File: config.mk
export PLATFORM = sky130hd
export DESIGN_NAME = word_to_byte_tx
export DESIGN_NICKNAME = d
export VERILOG_FILES = /design/src/rtl/uart_pkg.sv /design/src/rtl/word_fifo2.sv /design/src/rtl/word_to_byte_tx.sv
export SDC_FILE = /design/constraint.sdc
export NUM_CORES = 1
export LEC_CHECK = 0
export ABC_AREA = 1
export CORE_MARGIN = 3
export CORE_UTILIZATION = 50
export CTS_CLUSTER_DIAMETER = 60
export DETAILED_ROUTE_END_ITERATION = 12
export HOLD_SLACK_MARGIN = 0.15
export PLACE_DENSITY = 0.76
export SLEW_MARGIN = 20
export SYNTH_ARGS = -nofsm -noshare
export SYNTH_HDL_FRONTEND = slang
export SYNTH_SLANG_ARGS = --single-unit
File: constraint.sdc
create_clock -name sys_clk -period 16.4 [get_ports sys_clk]
set_input_delay 4.1 -clock sys_clk [delete_from_list [all_inputs] [get_ports sys_clk]]
set_output_delay 4.1 -clock sys_clk [all_outputs]
set_load 0.02 [all_outputs]
File: src/rtl/uart_pkg.sv
// rtl/uart_pkg.sv - shared word/byte geometry and serializer FSM states
package uart_pkg;

    localparam int DATA_W         = 256;
    localparam int BYTE_W         = 8;
    localparam int BYTES_PER_WORD = DATA_W / BYTE_W;
    localparam int IDX_W          = $clog2(BYTES_PER_WORD);

    typedef enum logic [1:0] {
        IDLE  = 2'd0,
        SEND  = 2'd1,
        CKSUM = 2'd2
    } state_t;

endpackage

File: src/rtl/word_fifo2.sv
// rtl/word_fifo2.sv - two-entry word FIFO with count and simultaneous push/pop
module word_fifo2 #(
    parameter int W = uart_pkg::DATA_W
) (
    input  logic         i_clk,
    input  logic         i_rst,
    input  logic         i_push,
    input  logic [W-1:0] i_din,
    input  logic         i_pop,
    output logic [W-1:0] o_head,
    output logic [1:0]   o_count,
    output logic         o_empty,
    output logic         o_full
);

    logic [W-1:0] r_mem [2];
    logic         r_wr_ptr;
    logic         r_rd_ptr;
    logic [1:0]   r_count;

    // Word storage; contents are don't-care until counted, so no reset
    always_ff @(posedge i_clk) begin
        if (i_push) begin
            r_mem[r_wr_ptr] <= i_din;
        end
    end

    // Pointers and occupancy; push+pop together leaves the count unchanged
    always_ff @(posedge i_clk) begin
        if (i_rst) begin
            r_wr_ptr <= 1'b0;
            r_rd_ptr <= 1'b0;
            r_count  <= 2'd0;
        end else begin
            if (i_push) begin
                r_wr_ptr <= ~r_wr_ptr;
            end
            if (i_pop) begin
                r_rd_ptr <= ~r_rd_ptr;
            end
            if (i_push && !i_pop) begin
                r_count <= r_count + 2'd1;
            end else if (!i_push && i_pop) begin
                r_count <= r_count - 2'd1;
            end
        end
    end

    assign o_head  = r_mem[r_rd_ptr];
    assign o_count = r_count;
    assign o_empty = (r_count == 2'd0);
    assign o_full  = (r_count == 2'd2);

endmodule

File: src/rtl/word_to_byte_tx.sv
// rtl/word_to_byte_tx.sv - buffers 256-bit words and streams them out as bytes; WORD_CKSUM_EN appends an XOR byte
module word_to_byte_tx #(
    parameter int DATA_W    = uart_pkg::DATA_W,
    parameter int BYTE_W    = uart_pkg::BYTE_W,
    parameter int MSB_FIRST = 1
) (
    input  logic              sys_clk,
    input  logic              sys_rst,
    input  logic [DATA_W-1:0] din,
    input  logic              din_vld,
    output logic              din_rdy,
    output logic [BYTE_W-1:0] byte_out,
    output logic              byte_vld,
    input  logic              byte_rdy,
    output logic              word_done,
    output logic              busy
);

    import uart_pkg::state_t;
    import uart_pkg::IDLE;
    import uart_pkg::SEND;
`ifdef WORD_CKSUM_EN
    import uart_pkg::CKSUM;
`endif

    localparam int NBYTES = DATA_W / BYTE_W;
    localparam int IDX_W  = (NBYTES > 1) ? $clog2(NBYTES) : 1;
    localparam logic [IDX_W-1:0] LAST_IDX = IDX_W'(NBYTES - 1);

    state_t              r_state;
    logic [IDX_W-1:0]    r_idx;
    logic                r_byte_vld;
    logic                r_din_rdy;

    logic                w_push;
    logic                w_pop;
    logic                w_byte_hs;
    logic                w_last_data;
    logic [DATA_W-1:0]   w_head;
    logic [1:0]          w_fifo_cnt;
    logic [1:0]          w_cnt_nxt;
    logic                w_fifo_empty;
    logic                w_fifo_full;
    logic [IDX_W-1:0]    w_sel_idx;
    logic [BYTE_W-1:0]   w_sel_byte;

`ifdef WORD_CKSUM_EN
    logic [BYTE_W-1:0]   r_xor;
`endif

    assign w_push      = din_vld && r_din_rdy && !w_fifo_full;
    assign w_byte_hs   = r_byte_vld && byte_rdy;
    assign w_last_data = (r_idx == LAST_IDX);

`ifdef WORD_CKSUM_EN
    assign w_pop = w_byte_hs && (r_state == CKSUM);
`else
    assign w_pop = w_byte_hs && (r_state == SEND) && w_last_data;
`endif

    word_fifo2 #(
        .W(DATA_W)
    ) u_fifo (
        .i_clk   (sys_clk),
        .i_rst   (sys_rst),
        .i_push  (w_push),
        .i_din   (din),
        .i_pop   (w_pop),
        .o_head  (w_head),
        .o_count (w_fifo_cnt),
        .o_empty (w_fifo_empty),
        .o_full  (w_fifo_full)
    );

    // Occupancy after this cycle's push/pop, used to register ready and pick the next state
    always_comb begin
        w_cnt_nxt = w_fifo_cnt;
        if (w_push && !w_pop) begin
            w_cnt_nxt = w_fifo_cnt + 2'd1;
        end else if (!w_push && w_pop) begin
            w_cnt_nxt = w_fifo_cnt - 2'd1;
        end
    end

    assign w_sel_idx  = (MSB_FIRST != 0) ? (LAST_IDX - r_idx) : r_idx;
    assign w_sel_byte = w_head[w_sel_idx*BYTE_W +: BYTE_W];

    // Serializer FSM: byte index, byte-valid and input-ready all registered here
    always_ff @(posedge sys_clk) begin
        if (sys_rst) begin
            r_state    <= IDLE;
            r_idx      <= '0;
            r_byte_vld <= 1'b0;
            r_din_rdy  <= 1'b0;
        end else begin
            r_din_rdy <= (w_cnt_nxt != 2'd2);
            if (w_byte_hs && (r_state == SEND)) begin
                r_idx <= w_last_data ? '0 : r_idx + 1'b1;
            end
            case (r_state)
                IDLE: begin
                    if (w_push) begin
                        r_state    <= SEND;
                        r_byte_vld <= 1'b1;
                    end
                end
                SEND: begin
                    if (w_byte_hs && w_last_data) begin
`ifdef WORD_CKSUM_EN
                        r_state <= CKSUM;
`else
                        r_state    <= (w_cnt_nxt != 2'd0) ? SEND : IDLE;
                        r_byte_vld <= (w_cnt_nxt != 2'd0);
`endif
                    end
                end
`ifdef WORD_CKSUM_EN
                CKSUM: begin
                    if (w_byte_hs) begin
                        r_state    <= (w_cnt_nxt != 2'd0) ? SEND : IDLE;
                        r_byte_vld <= (w_cnt_nxt != 2'd0);
                    end
                end
`endif
                default: begin
                    r_state    <= IDLE;
                    r_byte_vld <= 1'b0;
                end
            endcase
        end
    end

`ifdef WORD_CKSUM_EN
    // Running XOR of the current word's data bytes, cleared when its checksum byte leaves
    always_ff @(posedge sys_clk) begin
        if (sys_rst) begin
            r_xor <= '0;
        end else if (w_byte_hs) begin
            if (r_state == CKSUM) begin
                r_xor <= '0;
            end else begin
                r_xor <= r_xor ^ w_sel_byte;
            end
        end
    end
`endif

    // Output byte mux: head byte while sending, checksum in CKSUM, zero when idle
    always_comb begin
        byte_out = '0;
        if (r_state == SEND) begin
            byte_out = w_sel_byte;
        end
`ifdef WORD_CKSUM_EN
        else if (r_state == CKSUM) begin
            byte_out = r_xor;
        end
`endif
    end

    assign byte_vld  = r_byte_vld;
    assign din_rdy   = r_din_rdy;
    assign word_done = w_pop;
    assign busy      = !w_fifo_empty;

endmodule

==> metrics.md, run 1 <==
| Metric | Value |
|---|---|
| Status | finished clean |
| Reg2reg start | u_fifo.o_count[0] |
| Pleak | about 9 nW |
| Max-slew headroom at the worst pin | 0.2861 |
| Layout cell share with drive strength beyond 1 | 0.04439 |
| Final worst slack | around 6.5 ns |
| Commonest cells post-synth | nand2_1 (649), edfxtp_1 (512), nand3_1 (434) |
| Worst r2r path cells | 7 |
| Finished Layout Cells | around 2,600 |
| Clk root buf | clkbuf_16 |
| Flop pwr share | 0.522 |
| Sum Neg Setup Slack | 0 ns |
| Clk pwr share | 0.336 |
| Synth area leaders | edfxtp_1 (72%), nand2_1 (11%), nand3_1 (10%) |
| CP required | about 12 ns |
| NetSw | slightly above 0.8 mW |
| Die Area | approximately 45,000 sq um |
| WP data arrival | 5.77 ns |
| Avg WL per Cell | 21.18 um |
| Dpl hpwl | roughly 34 mm |
| Mapped Area | roughly 21,000 sq um |
| Filler cells | a little over 3,000 |
| Final hold violation count | 0 |
| Routed WL | 54.83 mm |
| Remaining DRCs | 0 |
| Vias in the first global route | 14,263 |
| Avg Cell Area, Syn | ~12 sq um |
| Final Critical Period | 9.866 ns |
| Worst r2r dst | u_fifo.r_mem[1][128] |
| RSZ-0062 raised after global routing | no |
| Prevailing post-synth register cell | edfxtp_1 |
| H-tree depth reported by CTS | 2 |
| Dominant cell by count in the synthesized netlist | nand2_1 |
| Critical Path Start | byte_rdy |
| Fraction of registers with async set/reset | 0 |
| Antenna violations before repair | 15 |
| Flop-to-flop setup slack | about 13 ns |
| Final nets | roughly 2,300 |
| I/O pins | 272 |
| DR iter-0 viols | 1,738 |
| Clock Sink Count | about 520 |
| Final core utilization | 0.6207 |
| VDD IR-drop max | about 0.000093 V |
| Internal power | 2.447 mW |
| Initial DRT Pass Iterations | 5 |
| Critical path class | in2out |
| Share of the synthesized area in the top cell type | 0.7230 |
| Die width | about 210 um |
| Row count | between 70 and 80 |
| CP endpoint | word_done |
| TritonCTS clock tree | done |
| Placement Setup Slack | between 6 and 7 ns |
| Post-synth EDFFs | between 500 and 600 |
| Post-Syn Nets | about 2,000 |
| Distinct cells, synth | 22 |
| Placed insts | approximately 2,500 |
| Seq cells post-synth | about 520 |
| Final Slew Violations | 0 |
| Cell taking the most area after synthesis | edfxtp_1 |
| Pwr dens | approximately 130 nW/um^2 |
| Die Ht | ~210 um |
| Hold Crit Class | reg2reg |
| Clock transition at the registers of the reported paths | approximately 0.06 ns |
| Peak Freq | approximately 0.10 GHz |
| Post-route ant nets | 0 |
| Worst-Margin Slew | about 1.1 ns |
| Max Root-Sink Buffers | 3 |
| Setup crit end kind | primary output |
| Num CTS Buffers | 53 |
| Skew-Pair Late Insertion Delay | 0.57 ns |
| All-Layer GR Usage | 0.2408 |
| Clk_skew | approximately 0.0076 ns |
| Largest net degree at the start of global routing | 188 |
| Core box area | 41,390 sq um |
| CTS Hold Bufs | 0 |
| Final period util | 0.6016 |
| Worst Path Max Fanout | 7 |
| Max cap viols | 0 |
| Combinational power share | 0.142 |
| RePlAce Congestion | around 0.75 |
| GR Overflow Total | 0 |
| Switching Share | 0.2505 |
| Setup bufs post-CTS | 0 |
| YS warnings | 0 |
| Number of port buffers | between 200 and 300 |
| Area delta synth->final | 20.79% |
| Initial core utilization | 0.5138 |
| Routed vias/inst | roughly 5.6 |
| Detailed-route via count | roughly 14,000 |
| First-pass GRT wire length | roughly 82 mm |
| CTS resizes | 0 |
| Sequential-to-total area share from yosys stat | 0.7342 |
| Critical path startpoint category | primary input |
| Cells after Synth | around 1,800 |
| Final setup viols | 0 |
[cells in the final DEF, fill, tap and decap left out, types with 8 or more instances in the layout]
| cell | instances |
|---|---|
| nor2_1 | 9 |
| clkinv_1 | 16 |
| clkdlybuf4s50_1 | 271 |
| edfxtp_1 | 512 |
| clkbuf_16 | 53 |
| a21oi_1 | 13 |
| o21ai_0 | 8 |
| nand2_1 | 649 |
| nand3_1 | 434 |
| buf_4 | 16 |
| dfxtp_1 | 8 |
| inv_1 | 12 |
| clkbuf_1 | 18 |
[kinds of logic (layout without fill, tap and decap cells)]
kind of cell    after synthesis  in the layout  synth area share
simple gates               1096           1096            0.2191
flops                       524            524            0.7342
buf+inv                     128            402           0.03824
compound gates               22             22          0.005236
fa+ha+maj                     4              4          0.002353
xor+xnor                      2              2         0.0008238
other cells                   0              7                 0
[critical path, stage by stage]
cell and delay (ns):
clkdlybuf4s50_1 0.47, nand2_1 0.14, inv_1 0.14, nand2_1 0.12, inv_1 0.17, clkdlybuf4s50_1 0.63
[how the worst min path moves through the flow]
| stage | to | depth (start not counted) | slack (ns) | start |
|---|---|---|---|---|
| CTS | register | 1 | 0.47 | u_fifo.r_rd_ptr |
| global route | register | 1 | 0.48 | u_fifo.r_rd_ptr |
| finish | register | 1 | 0.50 | u_fifo.r_rd_ptr |
| detailed placement | register | 1 | 0.46 | u_fifo.r_rd_ptr |
| floorplan | register | 1 | 0.43 | u_fifo.r_rd_ptr |
| global placement | register | 1 | 0.43 | u_fifo.r_rd_ptr |
[sequential cells by signal, indices dropped and copies added, names as in the netlist, named ones only]
register         flops
u_fifo.r_mem       512
byte_vld             1
u_fifo.o_count       2
u_fifo.r_wr_ptr      1
u_fifo.r_rd_ptr      1
r_idx                5
din_rdy              1
[through the flow]
step / hold WS, ns / power (mW) / instance area, sq um
global placement: 0.4311 / 2.176 / 24080
global route: 0.4840 / 3.403 / 25680
detailed placement: 0.4636 / 2.195 / 24080
finish: 0.4953 / 3.264 / 25690
CTS: 0.4730 / 3.289 / 25640
floorplan: 0.4255 / 2.058 / 21270
[layout make-up]
| type | instances | area [sq um] | area share |
|---|---|---|---|
| sequential | 524 | 15630 | 0.6083 |
| multi-input combinational | 1124 | 4853 | 0.1889 |
| timing repair buffer | 290 | 2892 | 0.1126 |
| clock buffer | 72 | 1408 | 0.05480 |
| tap | 532 | 665.6 | 0.02591 |
| clock inverter | 22 | 147.6 | 0.005747 |
| inverter | 18 | 77.57 | 0.003020 |
| antenna | 7 | 17.52 | 0.0006819 |
[routing by layer]
layer  wire length [um]  part of all wire  GRT usage
met1              21120              0.39     0.3126
met3               5171             0.094    0.06079
met2              26570              0.48     0.3934
met4               1866             0.034    0.09521
met5                107            0.0020          0
[power by group through the flow]
stage / Clock (mW) / Combinational [mW] / Sequential, mW
after floorplan: 0 / 0.261 / 1.80
after global placement: 0 / 0.453 / 1.72
after detailed placement: 0 / 0.465 / 1.73
after CTS: 1.12 / 0.467 / 1.70
after global routing: 1.17 / 0.513 / 1.71
final: 1.10 / 0.464 / 1.70
Note: power is estimated with default switching activity, not from simulation.
==> inputs of run 2 (changes only) <==
--- a/config.mk
+++ b/config.mk
@@ -11,7 +11,7 @@
 export CTS_CLUSTER_DIAMETER = 60
 export DETAILED_ROUTE_END_ITERATION = 12
 export HOLD_SLACK_MARGIN = 0.15
-export PLACE_DENSITY = 0.76
+export PLACE_DENSITY = 0.73
 export SLEW_MARGIN = 20
 export SYNTH_ARGS = -nofsm -noshare
 export SYNTH_HDL_FRONTEND = slang
==> constraint.sdc (replaced) <==
create_clock -name sys_clk -period 9.2 [get_ports sys_clk]
set_input_delay 2.3 -clock sys_clk [delete_from_list [all_inputs] [get_ports sys_clk]]
set_output_delay 2.3 -clock sys_clk [all_outputs]
set_load 0.02 [all_outputs]
==> metrics.md, run 2 (synthesis gave the netlist of run 1 again) <==
| Metric | Value |
|---|---|
| Status | finished clean |
| Setup crit end kind | primary output |
| CP peak stage delay | 0.75 ns |
| Vias in the first global route | 13,907 |
| Flop pwr share | 0.519 |
| Clk root buf | clkbuf_16 |
| Routed WL | 53.95 mm |
| Remaining DRCs | 0 |
| Multi-input logic area | between 4000 and 5000 sq um |
| Final setup viols | 0 |
| Pwr dens | between 200 and 250 nW/um^2 |
| Slowest CP cell | inv_8 |
| Critical path startpoint category | register |
| Avg WL per Cell | 20.81 um |
| Peak Freq | between 0.15 and 0.2 GHz |
| Antenna violations before repair | 12 |
| First-pass GRT wire length | 79.63 mm |
| CP required | roughly 7 ns |
| Pleak | 9.221 nW |
| Storage element area | between 15,000 and 20,000 sq um |
| Detailed-route via count | ~14,000 |
| VDD IR-drop max | 0.0001687 V |
| Final core utilization | 0.6214 |
| Placed Area | about 24,000 sq um |
| GR Overflow Total | 0 |
| Final Critical Period | approximately 6.6 ns |
| Skew-Pair Late Insertion Delay | ~0.59 ns |
| Clk pwr share | 0.339 |
| Final worst slack | about 2.6 ns |
| Initial core utilization | 0.5138 |
| Final Slew Violations | 0 |
| Max Root-Sink Buffers | 3 |
| Worst path cell trace | inv_8 -> buf_4 -> nand2_1 -> nand3_1 -> nand3_1 -> nand2_1 -> nand2_1 -> nand3_1 -> nand3_1 -> a21oi_1 -> clkdlybuf4s50_1 |
| RePlAce Congestion | 0.7680 |
| Die Ht | 212.2 um |
| DR iter-0 viols | about 1,500 |
| CTS Hold Bufs | 0 |
| Final nets | approximately 2,300 |
| Largest register FFs | 512 |
| Clock Sink Count | roughly 520 |
| TritonCTS clock tree | done |
| Core box area | roughly 41,000 sq um |
| Most common cell after layout, fill and taps aside | nand2_1 |
| Setup bufs post-CTS | 0 |
| Most common cell on crit path | nand3_1 |
| Max cap viols | 0 |
| H-tree depth reported by CTS | 2 |
| RSZ-0062 raised after global routing | no |
| Internal power | roughly 4.4 mW |
| Placement Setup Slack | slightly below 3 ns |
| Final period util | 0.7145 |
| Final Cell Area | 25,720 sq um |
| Routed vias/inst | 5.496 |
| Max-slew headroom at the worst pin | 0.2631 |
| Switching Share | 0.2548 |
| Hold Crit Class | reg2reg |
| CP bufs+invs | 3 |
| Initial DRT Pass Iterations | 5 |
| WP data arrival | 4.27 ns |
| All-Layer GR Usage | 0.2343 |
| Largest delay contributor family on the critical path | buffers and inverters |
| Area delta synth->final | 20.93% |
| Worst-Margin Slew | 1.105 ns |
| I/O pins | 272 |
| NetSw | 1.491 mW |
| Combinational power share | 0.142 |
| Worst Path Max Fanout | around 150 |
| Dpl hpwl | between 30 and 40 mm |
| Post-route ant nets | 0 |
| Die Area | ~45,000 sq um |
| Row count | 74 |
| Largest net degree at the start of global routing | roughly 160 |
| Top reg by flops | u_fifo.r_mem |
| Final hold violation count | 0 |
| Die width | 212.2 um |
| Clk_skew | a little under 0.02 ns |
| Critical path class | reg2out |
| Clock transition at the registers of the reported paths | ~0.060 ns |
| Flop-to-flop setup slack | around 5.7 ns |
| Number of port buffers | 271 |
| Sum Neg Setup Slack | 0 ns |
| Filler cells | approximately 3,200 |
| Layout cell share with drive strength beyond 1 | 0.04676 |
| Num CTS Buffers | 53 |
| Commonest cells after routing, fill and taps aside | nand2_1 (649), edfxtp_1 (512), nand3_1 (434) |
| CTS resizes | 0 |
==> run 2: cell types whose count changed in the layout (fill, tap and decap cells not counted), moves of 2 or more <==
cell / before / now
clkinv_2: 6 / 9
clkbuf_1: 18 / 11
clkinvlp_4: 0 / 2
clkinv_1: 16 / 21
clkbuf_16: 53 / 55
==> run 2: area by class of cell <==
type                    instances  area share
clock buffers                  66     0.05512
well taps                     532     0.02588
repair buffers                289      0.1118
inverters                      18    0.003016
clock inverters                32    0.007103
diodes                          7   0.0006811
flip-flops and latches        524      0.6076
multi-input cells            1124      0.1887
==> run 2: final timing paths <==
kind	from	to	cells after the start
setup / recovery	register	byte_out[7]	11
hold / removal	u_fifo.r_rd_ptr	u_fifo.r_rd_ptr	1
setup reg to reg	r_idx[0]	byte_vld	12
hold reg to reg	u_fifo.r_rd_ptr	u_fifo.r_rd_ptr	1
==> run 2: layer usage <==
metal / global-route usage / wire length [um] / up-vias
met5: 0 / 92 / -
met4: 0.08075 / 1451 / 12
met3: 0.05076 / 4154 / 92
met2: 0.3862 / 26330 / 567
met1: 0.3124 / 21920 / 6845
li1: - / - / 6729
==> run 2: power groups by stage <==
stage / Combinational (mW) / Sequential [mW] / Clock, mW
finish: 0.830 / 3.04 / 1.98
global route: 0.917 / 3.06 / 2.12
floorplan: 0.467 / 3.14 / 0
global placement: 0.816 / 3.08 / 0
CTS: 0.838 / 3.04 / 2.02
detailed placement: 0.832 / 3.09 / 0
==> run 2: metrics by stage <==
stage	hold slack, ns	cells	power [mW]
after floorplan	0.4255	1776	3.605
after global placement	0.4306	2487	3.892
after detailed placement	0.4425	2487	3.918
after CTS	0.4548	2585	5.893
after global routing	0.4847	2590	6.090
final	0.4591	2592	5.851
==> inputs of run 3 (changes only) <==
==> constraint.sdc (replaced) <==
create_clock -name sys_clk -period 6.7 [get_ports sys_clk]
set_input_delay 1.675 -clock sys_clk [delete_from_list [all_inputs] [get_ports sys_clk]]
set_output_delay 1.675 -clock sys_clk [all_outputs]
set_load 0.02 [all_outputs]
==> metrics.md, run 3 (synthesis gave the netlist of run 1 again) <==
| Metric | Value |
|---|---|
| Status | finished clean |
| Placed Area | approximately 24,000 sq um |
| RSZ-0062 raised after global routing | no |
| Pleak | about 9.3 nW |
| Skew-Pair Late Insertion Delay | slightly below 0.6 ns |
| Die Ht | 212.2 um |
| Row count | 74 |
| Die width | approximately 210 um |
| CTS resizes | 0 |
| Vias in the first global route | approximately 14,000 |
| CP required | 5.03 ns |
| Top reg by flops | u_fifo.r_mem |
| Worst Path Max Fanout | 46 |
| Worst Hold End | u_fifo.r_rd_ptr |
| Layout cell share with drive strength beyond 1 | 0.05202 |
| Clk root buf | clkbuf_16 |
| NetSw | around 2.1 mW |
| Dpl hpwl | approximately 34 mm |
| GR Overflow Total | 0 |
| Filler cells | between 3,000 and 4,000 |
| Critical path class | reg2out |
| Worst r2r path cells | 12 |
| I/O pins | around 270 |
| Clk pwr share | 0.357 |
| Area delta synth->final | 22.04% |
| Final Slew Violations | 0 |
| Most common cell on crit path | nand3_1 |
| Max Root-Sink Buffers | 3 |
| Core box area | 41,390 sq um |
| Flop-to-flop setup slack | 3.92 ns |
| CP peak stage delay | 0.89 ns |
| Hold path cells | 1 |
| Reg2reg start | r_idx[1] |
| Initial DRT Pass Iterations | 6 |
| Multi-input logic area | just under 5000 sq um |
| Slowest CP cell | inv_2 |
| Final hold violation count | 0 |
| All-Layer GR Usage | 0.2448 |
| Pwr dens | 319.0 nW/um^2 |
| Clock transition at the registers of the reported paths | roughly 0.06 ns |
| First-pass GRT wire length | 83.31 mm |
| Global Route met1 Usage | 0.3400 |
| Peak Freq | 0.1783 GHz |
| Worst r2r dst | byte_vld |
| Internal power | between 6 and 7 mW |
| Setup crit end kind | primary output |
| Critical path startpoint category | register |
| Worst path cell trace | inv_2 -> buf_4 -> nand3_1 -> nand2_1 -> nand2_1 -> nand3_1 -> nand3_1 -> a21oi_1 -> clkdlybuf4s50_1 |
| CP bufs+invs | 3 |
| Largest register FFs | just over 500 |
| Largest delay contributor family on the critical path | buffers and inverters |
| Most common cell after layout, fill and taps aside | nand2_1 |
| Clk_skew | 0.01916 ns |
| Detailed-route via count | ~15,000 |
| GR Util met3 | 0.04678 |
| Combinational power share | 0.141 |
| Routed vias/inst | roughly 5.6 |
| Flop pwr share | 0.503 |
| WP data arrival | just under 4 ns |
| Global route hottest layer | met2 |
| Final nets | around 2,300 |
| CP Depth | 9 |
| Initial core utilization | 0.5138 |
| VDD IR-drop max | 0.0002177 V |
| Pwr Total | a little over 8 mW |
| Worst-Margin Slew | ~1.1 ns |
| Die Area | 45,040 sq um |
| Setup bufs post-CTS | 0 |
| Routed WL | ~56 mm |
| Final setup viols | 0 |
| CTS Hold Bufs | 0 |
| Largest net degree at the start of global routing | approximately 130 |
| Final Cell Area | 25,950 sq um |
| Clock Sink Count | ~520 |
| Met2 GRT Util | 0.3941 |
| Num CTS Buffers | 53 |
| Storage element area | ~16,000 sq um |
| Remaining DRCs | 0 |
| Hold Crit Class | reg2reg |
| Placed insts | roughly 2,500 |
| DR iter-0 viols | roughly 1,700 |
| Commonest cells after routing, fill and taps aside | nand2_1 (649), edfxtp_1 (512), nand3_1 (434) |
| TritonCTS clock tree | done |
| Antenna violations before repair | 10 |
| H-tree depth reported by CTS | 2 |
| Hold_sp | u_fifo.r_rd_ptr |
| Finished Layout Cells | 2,595 |
| RePlAce Congestion | ~0.80 |
| Post-route ant nets | 0 |
| Avg WL per Cell | between 20 and 25 um |
| Final period util | 0.8370 |
| Max-slew headroom at the worst pin | 0.2501 |
| Switching Share | 0.2522 |
| Number of port buffers | approximately 270 |
| Max cap viols | 0 |
| Final Critical Period | between 5 and 6 ns |
-- run 3: changes by cell type in the layout (fill, tap and decap cells not counted), moves of 2 or more --
cell,change
clkinv_2,+2
bufinv_16,+5
buf_4,-3
clkbuf_1,-3
clkinv_1,-4
buf_12,+6
-- run 3: final cells by class --
class,instances,area share
clock buffers,63,0.05419
flip-flops and latches,524,0.6021
well taps,532,0.02565
multi-input cells,1124,0.1870
diodes,6,0.0005785
clock inverters,37,0.01331
repair buffers,291,0.1142
inverters,18,0.002989
-- run 3: worst max path at each step --
stage	to	start	slack, ns
6_report	byte_out[0]	r_idx[1]	1.09
4_1_cts	byte_out[3]	register	1.12
3_3_place_gp	word_done	byte_rdy	1.73
5_1_grt	byte_out[0]	r_idx[1]	0.93
3_5_place_dp	word_done	byte_rdy	1.70
2_1_floorplan	u_fifo.r_mem[1][0]	din_vld	-2.48
-- run 3: power by group through the flow --
stage          registers, mW  clock network (mW)  logic, mW
6_report                4.16                2.95       1.17
5_1_grt                 4.19                3.13       1.28
4_1_cts                 4.16                2.99       1.17
3_5_place_dp            4.23                   0       1.17
3_3_place_gp            4.21                   0       1.14
2_1_floorplan           4.31                   0      0.641
-- run 3: layer usage --
layer  share of wire  vias to the layer above
met3           0.087                      102
met1            0.40                     7026
met5          0.0012                        -
met4           0.028                       10
met2            0.48                      719
li1                -                     6736
-- run 3: worst reg2reg max path, stage by stage (launching register included) --
cell     delay, ns
dfxtp_4       0.71
buf_4         0.52
ha_1          0.27
inv_1         0.06
nor3_1        0.14
ha_1          0.21
nand2_1       0.11
inv_1         0.16
nand2_1       0.07
nand2_1       0.09
xor2_1        0.16
inv_1         0.09
a31oi_1       0.13
-- run 3: per-stage QoR --
| step | util | setup slack (ns) | hold slack, ns | TNS [ns] |
|---|---|---|---|---|
| 2_1_floorplan | - | -2.483 | 0.4255 | -1268.75 |
| 3_3_place_gp | 0.5844 | 1.727 | 0.4391 | 0 |
| 3_5_place_dp | 0.5844 | 1.697 | 0.4689 | 0 |
| 4_1_cts | 0.6267 | 1.117 | 0.4739 | 0 |
| 5_1_grt | 0.6271 | 0.9280 | 0.5022 | 0 |
| 6_report | 0.6271 | 1.092 | 0.4708 | 0 |
